<file path="config.mk">
export PLATFORM = sky130hd
export DESIGN_NAME = pwm_audio_dac
export DESIGN_NICKNAME = d
export VERILOG_FILES = /design/src/rtl/pwm_audio_dac_pkg.sv /design/src/rtl/pwm_audio_dac_period_counter.sv /design/src/rtl/pwm_audio_dac.sv
export SDC_FILE = /design/constraint.sdc
export NUM_CORES = 1
export LEC_CHECK = 0
export BUFFER_PORTS_ARGS = -buffer_cell sky130_fd_sc_hd__buf_2
export CAP_MARGIN = 10
export CORE_AREA = 2 2 67 69
export DETAILED_ROUTE_END_ITERATION = 12
export DIE_AREA = 0 0 69 71
export PLACE_DENSITY = 0.6
export SETUP_SLACK_MARGIN = 0.05
export SLEW_MARGIN = 20
export SYNTH_ARGS = -nofsm -noshare
export SYNTH_HDL_FRONTEND = slang
export SYNTH_SLANG_ARGS = --single-unit
</file>
<file path="constraint.sdc">
create_clock -name i_clk -period 2.5 [get_ports i_clk]
set_clock_uncertainty 0.1 [all_clocks]
set_input_delay 0.375 -clock i_clk [delete_from_list [all_inputs] [get_ports i_clk]]
set_output_delay 0.375 -clock i_clk [all_outputs]
set_load 0.05 [all_outputs]
</file>
<file path="src/rtl/pwm_audio_dac_pkg.sv">
// Shared definitions for the PWM audio DAC: sample width agreed with the APU
// channel outputs, plus small helpers for the PWM period arithmetic.
package pwm_audio_dac_pkg;

  localparam int APU_SAMPLE_W = 9;

  // Last counter value before the wrap; the period is 2**width-1 clocks.
  function automatic int periodMax(input int width);
    return (2 ** width) - 2;
  endfunction

  function automatic int periodLen(input int width);
    return (2 ** width) - 1;
  endfunction

endpackage

</file>
<file path="src/rtl/pwm_audio_dac_period_counter.sv">
// Wrapping PWM period counter with enable hold, wrap detect and a registered
// period-start strobe.
module pwm_period_counter
  import pwm_audio_dac_pkg::*;
#(
  parameter int WIDTH = APU_SAMPLE_W
) (
  input  logic             clk_i,
  input  logic             rst_ni,
  input  logic             enable_i,
  output logic [WIDTH-1:0] count_o,
  output logic             wrap_o,
  output logic             period_stb_o
);

  localparam logic [WIDTH-1:0] MaxCount = WIDTH'(periodMax(WIDTH));

  logic [WIDTH-1:0] count_q, count_d;
  logic             stb_q, stb_d;
  logic             wrap;

  assign wrap = enable_i && (count_q == MaxCount);

  // Disabled holds the counter at 0 without a strobe, so re-enable starts a
  // fresh period silently just like the reset-state counter 0.
  always_comb begin
    count_d = count_q + 1'b1;
    if (!enable_i || wrap) begin
      count_d = '0;
    end
    stb_d = wrap;
  end

  always_ff @(posedge clk_i or negedge rst_ni) begin
    if (!rst_ni) begin
      count_q <= '0;
      stb_q   <= 1'b0;
    end else begin
      count_q <= count_d;
      stb_q   <= stb_d;
    end
  end

  assign count_o      = count_q;
  assign wrap_o       = wrap;
  assign period_stb_o = stb_q;

endmodule

</file>
<file path="src/rtl/pwm_audio_dac.sv">
// PWM audio DAC: one-entry shadow register filled over valid/ready, loaded into
// the active compare level at each period boundary, driving a registered PWM pin.
module pwm_audio_dac
  import pwm_audio_dac_pkg::*;
#(
  parameter int WIDTH = APU_SAMPLE_W
) (
  input  logic             i_clk,
  input  logic             i_rst_n,
  input  logic             i_enable,
  input  logic [WIDTH-1:0] i_sample,
  input  logic             i_sample_valid,
  output logic             o_sample_ready,
  output logic             o_pwm,
  output logic             o_period_stb,
  output logic             o_underrun
);

  logic [WIDTH-1:0] count;
  logic             wrap;

  logic [WIDTH-1:0] shadow_q, shadow_d;
  logic             shadowFull_q, shadowFull_d;
  logic [WIDTH-1:0] active_q, active_d;
  logic             pwm_q, pwm_d;
  logic             underrun_q, underrun_d;
  logic             accept;

  pwm_period_counter #(
    .WIDTH(WIDTH)
  ) u_counter (
    .clk_i       (i_clk),
    .rst_ni      (i_rst_n),
    .enable_i    (i_enable),
    .count_o     (count),
    .wrap_o      (wrap),
    .period_stb_o(o_period_stb)
  );

  // Ready depends only on flop state so the sender sees no valid->ready path.
  assign o_sample_ready = !shadowFull_q;
  assign accept         = i_sample_valid && !shadowFull_q;

  // A wrap only drains a full shadow, and a full shadow cannot accept, so the
  // load and the transfer never compete; a sample arriving on an empty-shadow
  // wrap waits in the shadow for the next boundary.
  always_comb begin
    shadow_d     = shadow_q;
    shadowFull_d = shadowFull_q;
    active_d     = active_q;
    underrun_d   = 1'b0;
    if (accept) begin
      shadow_d     = i_sample;
      shadowFull_d = 1'b1;
    end
    if (wrap) begin
      if (shadowFull_q) begin
        active_d     = shadow_q;
        shadowFull_d = 1'b0;
      end else begin
        underrun_d = 1'b1;
      end
    end
    pwm_d = i_enable && (count < active_q);
  end

  always_ff @(posedge i_clk or negedge i_rst_n) begin
    if (!i_rst_n) begin
      shadow_q     <= '0;
      shadowFull_q <= 1'b0;
      active_q     <= '0;
      pwm_q        <= 1'b0;
      underrun_q   <= 1'b0;
    end else begin
      shadow_q     <= shadow_d;
      shadowFull_q <= shadowFull_d;
      active_q     <= active_d;
      pwm_q        <= pwm_d;
      underrun_q   <= underrun_d;
    end
  end

  assign o_pwm      = pwm_q;
  assign o_underrun = underrun_q;

endmodule

</file>
==> metrics.txt, run 1 <==
remaining routing DRC violations=0; final setup violating endpoints=0; maximum root-to-sink buffer count=2; quantity of gates resized following cts=0; yosys warns=0; H-tree levels=2; combined global-route utilization of all metal layers=a little under an eighth; simple-gate share of the synthesized area=12.8%; number of I/O pins=17; FF+latch count, synth=31; Slew Limit Headroom=a little over half; xor/xnor share of the synthesized area=roughly 1.8%; share of final-layout standard cells stronger than drive strength 1=between 30% and 40%; fill cell total of the finished layout=about 430; most common library cell in the layout ignoring fill and taps=dfrtp_1; clock insertion delay at the later pin of the skew report=between 0.2 and 0.3 ns; grt ovf=0; classification of the worst setup path=reg -> reg; DIE WIDTH=~69 um; DIE AREA=roughly 4900 sq um; Leakage=0.786 nW; share of the cycle needed by the critical path after routing=83.2%; total core area=roughly 4200 sq um; result of the run=completed; Total Wirelength=about 2500 um; min cycle time layout=~2.1 ns; Cell Pwr Density=roughly 570 nW/um^2; Max Fanout on Critical Path=10; post-detailed-route via-to-cell ratio=around 5.0; net count of the finished layout=167; multiplexer fraction of the synthesized cell area=roughly 14%; end of the worst register-to-register path=active_q[7]; Antenna Diode Count=0; final count of hold timing violations=0; buffers inserted by post-CTS timing repair=0; highest clock frequency the design can meet=approximately 480 MHz; flop-to-flop setup slack=~0.42 ns; synthesized instance count=around 120; number of distinct library cells after synthesis=28; critical path launch point type=register; fraction of met3 tracks used by global routing=under 10%; final weighted congestion in routability-driven placement=0.802; top library cells by usage in the layout, fill and taps aside=dfrtp_1, mux2_2, buf_2; Worst VDD drop=about 0.35 mV; Wirelength per Cell=about 13 um; Placed Cells=189; antenna viol nets, final=0; largest family of logic cells by synthesized area=multiplexers; TritonCTS clock tree=yes; synthesized-area fraction occupied by adder cells=under 10%; vertical die dimension=roughly 70 um; library cell used as clock root buffer=clkbuf_8; number of buffers added by the clock tree synthesis step=5; Total Neg Setup Slack=0 ns; Iteration-0 DRC Markers=20; Avg Synthesized Cell Area=12.2 sq um; total half-perimeter wirelength after legalization and detailed placement=1850 um; crit end category=register; total clock sinks=31; first-pass GRT wire length=~4500 um; filler-free cell count of the finished design=roughly 200; post-synthesis sequential area ratio=between 50% and 60%; largest net degree at the start of global routing=32; Clock Pin Slew Worst Setup and Hold Paths=roughly 0.07 ns; initial standard-cell utilization of the core=between 30% and 40%; worst-case reg-to-reg path depth=5; port buffer count=16; transition time of the tightest slew-check pin=between 0.6 and 0.7 ns; site row count=24; compound-gate portion of the synthesized area=around 6.7%; vias in the first global route=approximately 1000; pins over their slew limit=0; # Max-Cap Violations=0; layout overhead on the synthesized area=15.9%; met2 track demand over resource=around a fifth; min-delay worst type=in -> async; count of TritonRoute iterations in the first routing pass=4; Mapped Area=around 1500 sq um; CP Data Arrival Time=2.14 ns; Post-Synthesis Net Count=between 100 and 150; RSZ-0062 raised after global routing=no; R2R Path Start=u_counter.count_o[0]; antenna violations before repair=0; Worst Path Required=between 2 and 3 ns; total number of vias=around 980; met1 usage=between 10 and 15%; number of buffers inserted by hold repair at cts=0; most used routing layer in global routing=met2
==> worst max-delay path by stage <==
stage                    startpoint     endpoint  slack, ns  cells past startpoint
2_1_floorplan  u_counter.count_o[0]  active_q[0]       0.64                      5
3_3_place_gp   u_counter.count_o[0]  active_q[0]       0.47                      5
3_5_place_dp   u_counter.count_o[0]  active_q[7]       0.39                      5
4_1_cts        u_counter.count_o[0]  active_q[7]       0.39                      5
5_1_grt        u_counter.count_o[0]  active_q[7]       0.30                      5
6_report       u_counter.count_o[0]  active_q[7]       0.42                      5
==> stage by stage <==
stage                     hold slack, ns  worst slack, ns  cell area, sq um  power [mW]  utilization [%]
final                             0.0350            0.420              1710       0.981             40.6
after global routing              0.0754            0.295              1710        1.03             40.6
after CTS                         0.0482            0.385              1710       0.995             40.6
after detailed placement           0.358            0.386              1620       0.619             38.6
after global placement             0.344            0.470              1620       0.614             38.6
after floorplan                  -0.0206            0.643              1470       0.586                -
==> cell families (layout without fill, tap and decap cells) <==
family	after synthesis	count (layout)
AOI/OAI and AO/OA	16	16
xor gates and xnor gates	3	3
adders and majority gates	10	10
buffers and inverters	15	39
DFF	31	31
muxes	18	18
and+or+nand+nor	28	28
==> Yosys cell counts <==
| master | instances | share of area, % |
|---|---|---|
| a211oi_1 | 2 | 1.0 |
| a21oi_1 | 5 | 1.7 |
| and3_1 | 1 | 0.42 |
| and3_2 | 1 | 0.51 |
| and4_2 | 1 | 0.68 |
| clkbuf_1 | 1 | 0.25 |
| dfrtp_1 | 31 | 53 |
| ha_1 | 10 | 8.5 |
| inv_1 | 14 | 3.6 |
| mux2_2 | 18 | 14 |
| nand3_1 | 3 | 1.0 |
| nand3b_1 | 1 | 0.51 |
| nand4_1 | 4 | 1.7 |
| nand4_4 | 1 | 1.4 |
| nor2_1 | 8 | 2.0 |
| nor2b_1 | 2 | 0.85 |
| nor3_1 | 1 | 0.34 |
| nor3b_1 | 2 | 1.0 |
| nor4_1 | 1 | 0.42 |
| nor4_4 | 1 | 1.4 |
| o21ai_0 | 5 | 1.7 |
| o21ai_1 | 1 | 0.34 |
| o21bai_1 | 1 | 0.51 |
| o221a_2 | 1 | 0.76 |
| o311a_1 | 1 | 0.68 |
| or3_1 | 1 | 0.42 |
| xnor2_1 | 2 | 1.2 |
| xor2_1 | 1 | 0.59 |
==> critical path, cell delays in order, from the launching register on <==
cell and delay, ns:
dfrtp_1 0.44, inv_1 0.08, ha_1 0.20, nand4_4 0.13, nor4_4 0.60, mux2_2 0.41
==> power breakdown <==
group | switching, mW | internal, mW | total, mW
Combinational | 0.0339 | 0.0305 | 0.0644
Sequential | 0.0177 | 0.526 | 0.544
Clock | 0.179 | 0.194 | 0.373
==> registers in the layout, indices dropped and copies added, names as in the netlist <==
signal / flops
active_q: 9
shadow_q: 9
u_counter.count_o: 9
shadowFull_q: 1
o_underrun: 1
u_counter.period_stb_o: 1
o_pwm: 1
==> routing by layer <==
layer / vias up / routed length [um]
met1: 483 / 1120
met2: 19 / 1230
met3: 3 / 92
met4: 0 / 30
met5: - / 0
li1: 476 / -
==> area by class of cell <==
cell class	count	area [sq um]	share of cell area, %
sequential	31	776	45.4
inverter	14	52.6	3.08
timing repair buffer	17	87.6	5.13
multi-input combinational	75	642	37.6
clock inverter	2	12.5	0.733
tap	52	65.1	3.81
clock buffer	6	72.6	4.25
(Power assumes the default switching activity.)
==> run 2, diff against run 1 <==
--- a/config.mk
+++ b/config.mk
@@ -5,12 +5,13 @@
 export SDC_FILE = /design/constraint.sdc
 export NUM_CORES = 1
 export LEC_CHECK = 0
+export ABC_AREA = 1
 export BUFFER_PORTS_ARGS = -buffer_cell sky130_fd_sc_hd__buf_2
 export CAP_MARGIN = 10
-export CORE_AREA = 2 2 67 69
+export CORE_AREA = 2 2 69 71
 export DETAILED_ROUTE_END_ITERATION = 12
-export DIE_AREA = 0 0 69 71
-export PLACE_DENSITY = 0.6
+export DIE_AREA = 0 0 71 73
+export PLACE_DENSITY = 0.61
 export SETUP_SLACK_MARGIN = 0.05
 export SLEW_MARGIN = 20
 export SYNTH_ARGS = -nofsm -noshare
==> constraint.sdc (replaced) <==
create_clock -name i_clk -period 1.9 [get_ports i_clk]
set_clock_uncertainty 0.1 [all_clocks]
set_input_delay 0.285 -clock i_clk [delete_from_list [all_inputs] [get_ports i_clk]]
set_output_delay 0.285 -clock i_clk [all_outputs]
set_load 0.05 [all_outputs]
==> run 2 against run 1 <==
Cell count is 24% higher. Worst hold slack improved by 0.089 ns. Die area rose by 5.8%. Combinational power grew 27%. Clock-buffer cell count unchanged. Synthesized area increased by 3.9%. Sequential share of layout area down 2.2 points. Critical path type unchanged. Largest power group unchanged.
==> metrics.txt, run 2 <==
result of the run=completed; site row count=25; Total Neg Setup Slack=0 ns; worst setup path endpoint=active_q[6]; Cell Pwr Density=808 nW/um^2; Max Fanout on Critical Path=11; crit end category=register; antenna violations before repair=0; number of I/O pins=17; Clock Pin Slew Worst Setup and Hold Paths=0.06 ns; Antenna Diode Count=0; most common library cell in the layout ignoring fill and taps=nand2_1; combined global-route utilization of all metal layers=approximately an eighth; cell breakdown of the critical path=inv_1 > ha_1 > nand2_1 > nor2_2 > nand2_4 > nor2_4 > nand3_1 > nand2_1; Avg Synthesized Cell Area=~9.2 sq um; top library cells by usage in the layout, fill and taps aside=nand2_1, dfrtp_1, inv_1; Slew Limit Headroom=54.6%; DIE AREA=between 5000 and 6000 sq um; grt ovf=0; vertical die dimension=around 73 um; RSZ-0062 raised after global routing=no; end-of-flow core utilization=about two fifths; Clk network pwr share=46.3%; Sequential Power Share=48.1%; net switching power=0.307 mW; port buffer count=16; area share of the largest cell type after synthesis=50.7%; net count of the finished layout=roughly 210; post-placement cell area=1670 sq um; cell type with the highest occurrence count on the critical path=nand2_1; switching share of total power=around a fifth; first-pass GRT wire length=between 4000 and 5000 um; total number of vias=~1100; number of enable-type register cells in the synthesized netlist=0; min-delay worst type=in -> reg; crit path from=u_counter.count_o[0]; Mapped Area=1530 sq um; total half-perimeter wirelength after legalization and detailed placement=~1900 um; critical path launch point type=register; internal power=~1.1 mW; final count of hold timing violations=0; total clock sinks=31; Leakage=roughly 0.95 nW; largest net degree at the start of global routing=32; library cell used as clock root buffer=clkbuf_8; # Max-Cap Violations=0; top area cells in the synthesized netlist=dfrtp_1, nand2_1, ha_1; highest clock frequency the design can meet=657 MHz; count of TritonRoute iterations in the first routing pass=5; Worst VDD drop=around 0.47 mV; most area-hungry cell type in the Yosys netlist=dfrtp_1; end of the worst register-to-register path=active_q[6]; Post-Synthesis Net Count=190; classification of the worst setup path=reg -> reg; min cycle time layout=around 1.5 ns; post-detailed-route via-to-cell ratio=roughly 4.5; top-count cell post-synth=nand2_1; number of buffers added by the clock tree synthesis step=5; synthesized instance count=between 150 and 200; CP Data Arrival Time=1.65 ns; fraction of registers with async set or reset after synthesis=100%; H-tree levels=2; filler-free cell count of the finished design=~250; flop-to-flop setup slack=between 0.3 and 0.4 ns; final weighted congestion in routability-driven placement=0.770; vias in the first global route=around 1100; final non-filler cell area=around 1800 sq um; maximum root-to-sink buffer count=2; Placed Cells=roughly 240; Iteration-0 DRC Markers=70; number of distinct library cells after synthesis=18; Wirelength per Cell=approximately 11 um; Worst Path Required=between 2 and 2.5 ns; R2R Path Start=u_counter.count_o[0]; pins over their slew limit=0; Total Wirelength=2640 um; fill cell total of the finished layout=between 400 and 500; share of final-layout standard cells stronger than drive strength 1=a little over a fifth; DIE WIDTH=71 um; antenna viol nets, final=0; TritonCTS clock tree=yes; total core area=between 4000 and 5000 sq um; FF+latch count, synth=31; post-synthesis sequential area ratio=between 50% and 60%; initial standard-cell utilization of the core=between 30% and 40%; share of the cycle needed by the critical path after routing=between 80% and 90%; worst-case reg-to-reg path depth=8; final setup violating endpoints=0; transition time of the tightest slew-check pin=0.682 ns; flip-flop cell with the highest count after synthesis=dfrtp_1; layout overhead on the synthesized area=17.2%; combinational share of power=5.6%; cell with the largest stage delay on the worst path=dfrtp_1; yosys warns=0; remaining routing DRC violations=0; most frequent cells after synthesis=nand2_1, dfrtp_1, inv_1; delay of the slowest cell on the worst path=0.41 ns; clock insertion delay at the later pin of the skew report=0.29 ns
## run 2: critical path: cells and delay by family (launching register included)
kind,cells,cell delay [ns]
fa+ha+maj,1,0.14
buf+inv,1,0.08
flops,1,0.41
simple gates,6,0.74
## run 2: final cells by class
cell class                 instances  area, sq um  area share, %
clock buffer                       6         82.6           4.60
clock inverter                     2         35.0           1.95
inverter                          22         82.6           4.60
multi-input combinational        112          654           36.4
sequential                        31          776           43.2
tap                               54         67.6           3.76
timing repair buffer              18         97.6           5.44
## run 2: power groups by stage
stage | logic, mW | clock network, mW | registers, mW
finish | 0.0816 | 0.671 | 0.698
CTS | 0.0847 | 0.691 | 0.698
floorplan | 0.0401 | 0 | 0.713
global placement | 0.0818 | 0 | 0.709
detailed placement | 0.0830 | 0 | 0.710
global route | 0.0964 | 0.709 | 0.701
## run 2: logic make-up after synthesis
kind of cell	share of synthesized area, %
muxes	6.62
xor gates and xnor gates	0.572
and+or+nand+nor	24.8
DFF	50.7
adders and majority gates	8.17
AOI/OAI and AO/OA	2.61
buffers and inverters	6.62
## run 2: worst min-delay path by stage
stage / start / endpoint / slack [ns] / depth (start not counted)
after CTS: i_sample[1] / shadow_q[1] / 0.12 / 2
after detailed placement: i_rst_n / u_counter.count_o[4] / 0.28 / 1
final: i_sample[1] / shadow_q[1] / 0.12 / 2
after floorplan: i_rst_n / active_q[0] / -0.11 / 0
after global routing: i_sample[8] / shadow_q[8] / 0.12 / 2
after global placement: i_rst_n / u_counter.count_o[4] / 0.28 / 1
## run 2: metrics by stage
step	setup WS (ns)	power (mW)	hold slack, ns
global route	0.192	1.51	0.120
floorplan	0.407	0.753	-0.111
detailed placement	0.374	0.793	0.276
finish	0.377	1.45	0.124
CTS	0.353	1.47	0.117
global placement	0.373	0.791	0.278
## run 2: metal layers
layer  global-route usage, %  share of wire (%)  vias up
met4                    5.66                2.3        0
met1                    14.9                 50      491
met2                    19.1                 44       18
met5                       0                  0        -
li1                        -                  -      577
met3                    3.73                4.2        7
## run 2: what timing repair did
item,in CTS,in global routing
endpoints found under the hold margin,31,0
buffers inserted,0,0
gates resized for setup,0,0
hold buffers,1,0
==> run 3, diff against run 2 <==
--- a/config.mk
+++ b/config.mk
@@ -11,7 +11,7 @@
 export CORE_AREA = 2 2 69 71
 export DETAILED_ROUTE_END_ITERATION = 12
 export DIE_AREA = 0 0 71 73
-export PLACE_DENSITY = 0.61
+export PLACE_DENSITY = 0.59
 export SETUP_SLACK_MARGIN = 0.05
 export SLEW_MARGIN = 20
 export SYNTH_ARGS = -nofsm -noshare
==> constraint.sdc (replaced) <==
create_clock -name i_clk -period 1.58 [get_ports i_clk]
set_clock_uncertainty 0.1 [all_clocks]
set_input_delay 0.237 -clock i_clk [delete_from_list [all_inputs] [get_ports i_clk]]
set_output_delay 0.237 -clock i_clk [all_outputs]
set_load 0.05 [all_outputs]
==> run 3 against run 2 <==
Clock-buffer cell count stayed put. Die area stayed put. Combinational power is 35% higher. Flip-flop and latch count stayed put. Sequential share of layout area is 2.2 points lower. Utilization is 2.2 points higher. Via count is 2.5% higher. Non-clock buffer count is 5 higher. Largest cell class unchanged. Largest power group unchanged. Highest routed layer unchanged.
==> metrics.txt, run 3 (synthesis results as in run 2) <==
result of the run=completed; flop-to-flop setup slack=between 0.08 and 0.09 ns; crit end category=register; final weighted congestion in routability-driven placement=0.751; Worst Slack Setup Final=roughly 0.082 ns; Buf+Inv Stages, Crit Path=1; cell family contributing the most delay on the critical path=simple AND/OR/NAND/NOR gates; worst slack at placement=0.0541 ns; Clock Pin Slew Worst Setup and Hold Paths=roughly 0.060 ns; crit path from=u_counter.count_o[0]; RSZ-0062 raised after global routing=yes; port buffer count=16; TritonCTS clock tree=yes; top library cells by usage in the layout, fill and taps aside=nand2_1, dfrtp_1, inv_1; Total Neg Setup Slack=0 ns; DIE WIDTH=around 70 um; min-delay worst type=in -> reg; final setup violating endpoints=0; min cycle time layout=~1.5 ns; number of I/O pins=17; layout overhead on the synthesized area=23.9%; transition time of the tightest slew-check pin=0.382 ns; pins over their slew limit=0; Antenna Diode Count=0; grt ovf=0; initial standard-cell utilization of the core=between 30 and 40%; cell with the largest stage delay on the worst path=dfrtp_1; H-tree levels=2; DIE AREA=approximately 5200 sq um; vertical die dimension=between 70 and 80 um; Max Fanout on Critical Path=6; final count of hold timing violations=0; total clock sinks=31; total number of vias=roughly 1100; count of TritonRoute iterations in the first routing pass=3; cell breakdown of the critical path=inv_2 > ha_4 > nand2_4 > nor2_4 > nand2_4 > nor2_4 > nand3_2 > nand2_1; worst setup path endpoint=active_q[3]; library cell used as clock root buffer=clkbuf_8; highest clock frequency the design can meet=667 MHz; WP depth=8; number of buffers added by the clock tree synthesis step=5; R2R Path Start=u_counter.count_o[0]; total half-perimeter wirelength after legalization and detailed placement=roughly 1900 um; Worst Path Required=about 1.7 ns; share of final-layout standard cells stronger than drive strength 1=29.9%; maximum root-to-sink buffer count=2; delay of the slowest cell on the worst path=around 0.42 ns; clock insertion delay at the later pin of the skew report=0.28 ns; Slew Limit Headroom=between 70 and 80%; antenna violations before repair=0; site row count=25; first-pass GRT wire length=approximately 4800 um; Worst VDD drop=between 0.5 and 0.6 mV; Cell Pwr Density=814 nW/um^2; vias in the first global route=around 1100; most common library cell in the layout ignoring fill and taps=nand2_1; largest net degree at the start of global routing=32; total core area=between 4000 and 5000 sq um; CP Data Arrival Time=roughly 1.6 ns; # Max-Cap Violations=0; remaining routing DRC violations=0; worst-case reg-to-reg path depth=8; Iteration-0 DRC Markers=47; classification of the worst setup path=reg -> reg; combined global-route utilization of all metal layers=between 10% and 20%; net count of the finished layout=~220; post-detailed-route via-to-cell ratio=4.46; Leakage=about 0.98 nW; share of the cycle needed by the critical path after routing=between 90% and 100%; Wirelength per Cell=approximately 11 um; end of the worst register-to-register path=active_q[3]; Total Wirelength=approximately 2700 um; critical path launch point type=register; antenna viol nets, final=0
-- run 3: changes by cell type in the layout (fill, tap and decap cells not counted), sizes merged --
cell      change
buf           +4
bufinv        -1
clkbuf        +1
clkinvlp      +1
nor2          +1
-- run 3: report_power, final --
| group | switching (mW) | leakage, nW | internal, mW |
|---|---|---|---|
| clock network | 0.284 | 0.0412 | 0.307 |
| logic | 0.0593 | 0.525 | 0.0506 |
| registers | 0.0204 | 0.416 | 0.823 |
| total | 0.364 | 0.982 | 1.18 |
-- run 3: how the worst min path moves through the flow --
stage / from / to / slack [ns] / depth (start not counted)
4_1_cts: i_sample[3] / shadow_q[3] / 0.08 / 2
6_report: i_sample[4] / shadow_q[4] / 0.09 / 2
3_3_place_gp: i_rst_n / shadow_q[5] / 0.18 / 2
5_1_grt: i_sample[4] / shadow_q[4] / 0.08 / 2
2_1_floorplan: i_rst_n / active_q[0] / -0.16 / 0
3_5_place_dp: i_rst_n / shadow_q[5] / 0.18 / 2
-- run 3: worst reg2reg max path, stage by stage, from the launching register on --
cell,delay (ns)
dfrtp_1,0.42
inv_2,0.09
ha_4,0.13
nand2_4,0.05
nor2_4,0.14
nand2_4,0.10
nor2_4,0.24
nand3_2,0.10
nand2_1,0.08
-- run 3: what timing repair did --
action / in CTS / in global routing
pin swaps: 0 / 10
setup endpoints to repair: 4 / 18
buffers inserted: 1 / 3
hold buffers: 1 / 0
endpoints found under the hold margin: 31 / 0
cloned: 1 / 0
gates resized for setup: 0 / 19
-- run 3: layout make-up --
type | instances | area (sq um)
Clock buffer | 6 | 72.6
Tap cell | 54 | 67.6
Fill cell | 441 | 2640
Clock inverter | 2 | 12.5
Inverter | 22 | 82.6
Multi-Input combinational cell | 113 | 734
Timing Repair Buffer | 23 | 150
Sequential cell | 31 | 777
-- run 3: through the flow --
stage / total power [mW] / hold WS (ns) / cells / utilization, % / area [sq um]
after global routing: 1.63 / 0.0826 / 251 / 41.8 / 1900
after global placement: 0.954 / 0.181 / 237 / 36.9 / 1680
after floorplan: 0.906 / -0.159 / 167 / - / 1530
after detailed placement: 0.955 / 0.177 / 237 / 36.9 / 1680
after CTS: 1.56 / 0.0765 / 248 / 39.3 / 1780
final: 1.54 / 0.0860 / 251 / 41.8 / 1900
-- run 3: metal layers --
| metal | routed length, um | GRT usage [%] |
|---|---|---|
| met4 | 17 | 5.03 |
| met3 | 104 | 3.45 |
| met1 | 1200 | 14.3 |
| met2 | 1340 | 20.5 |
| met5 | 0 | 0 |
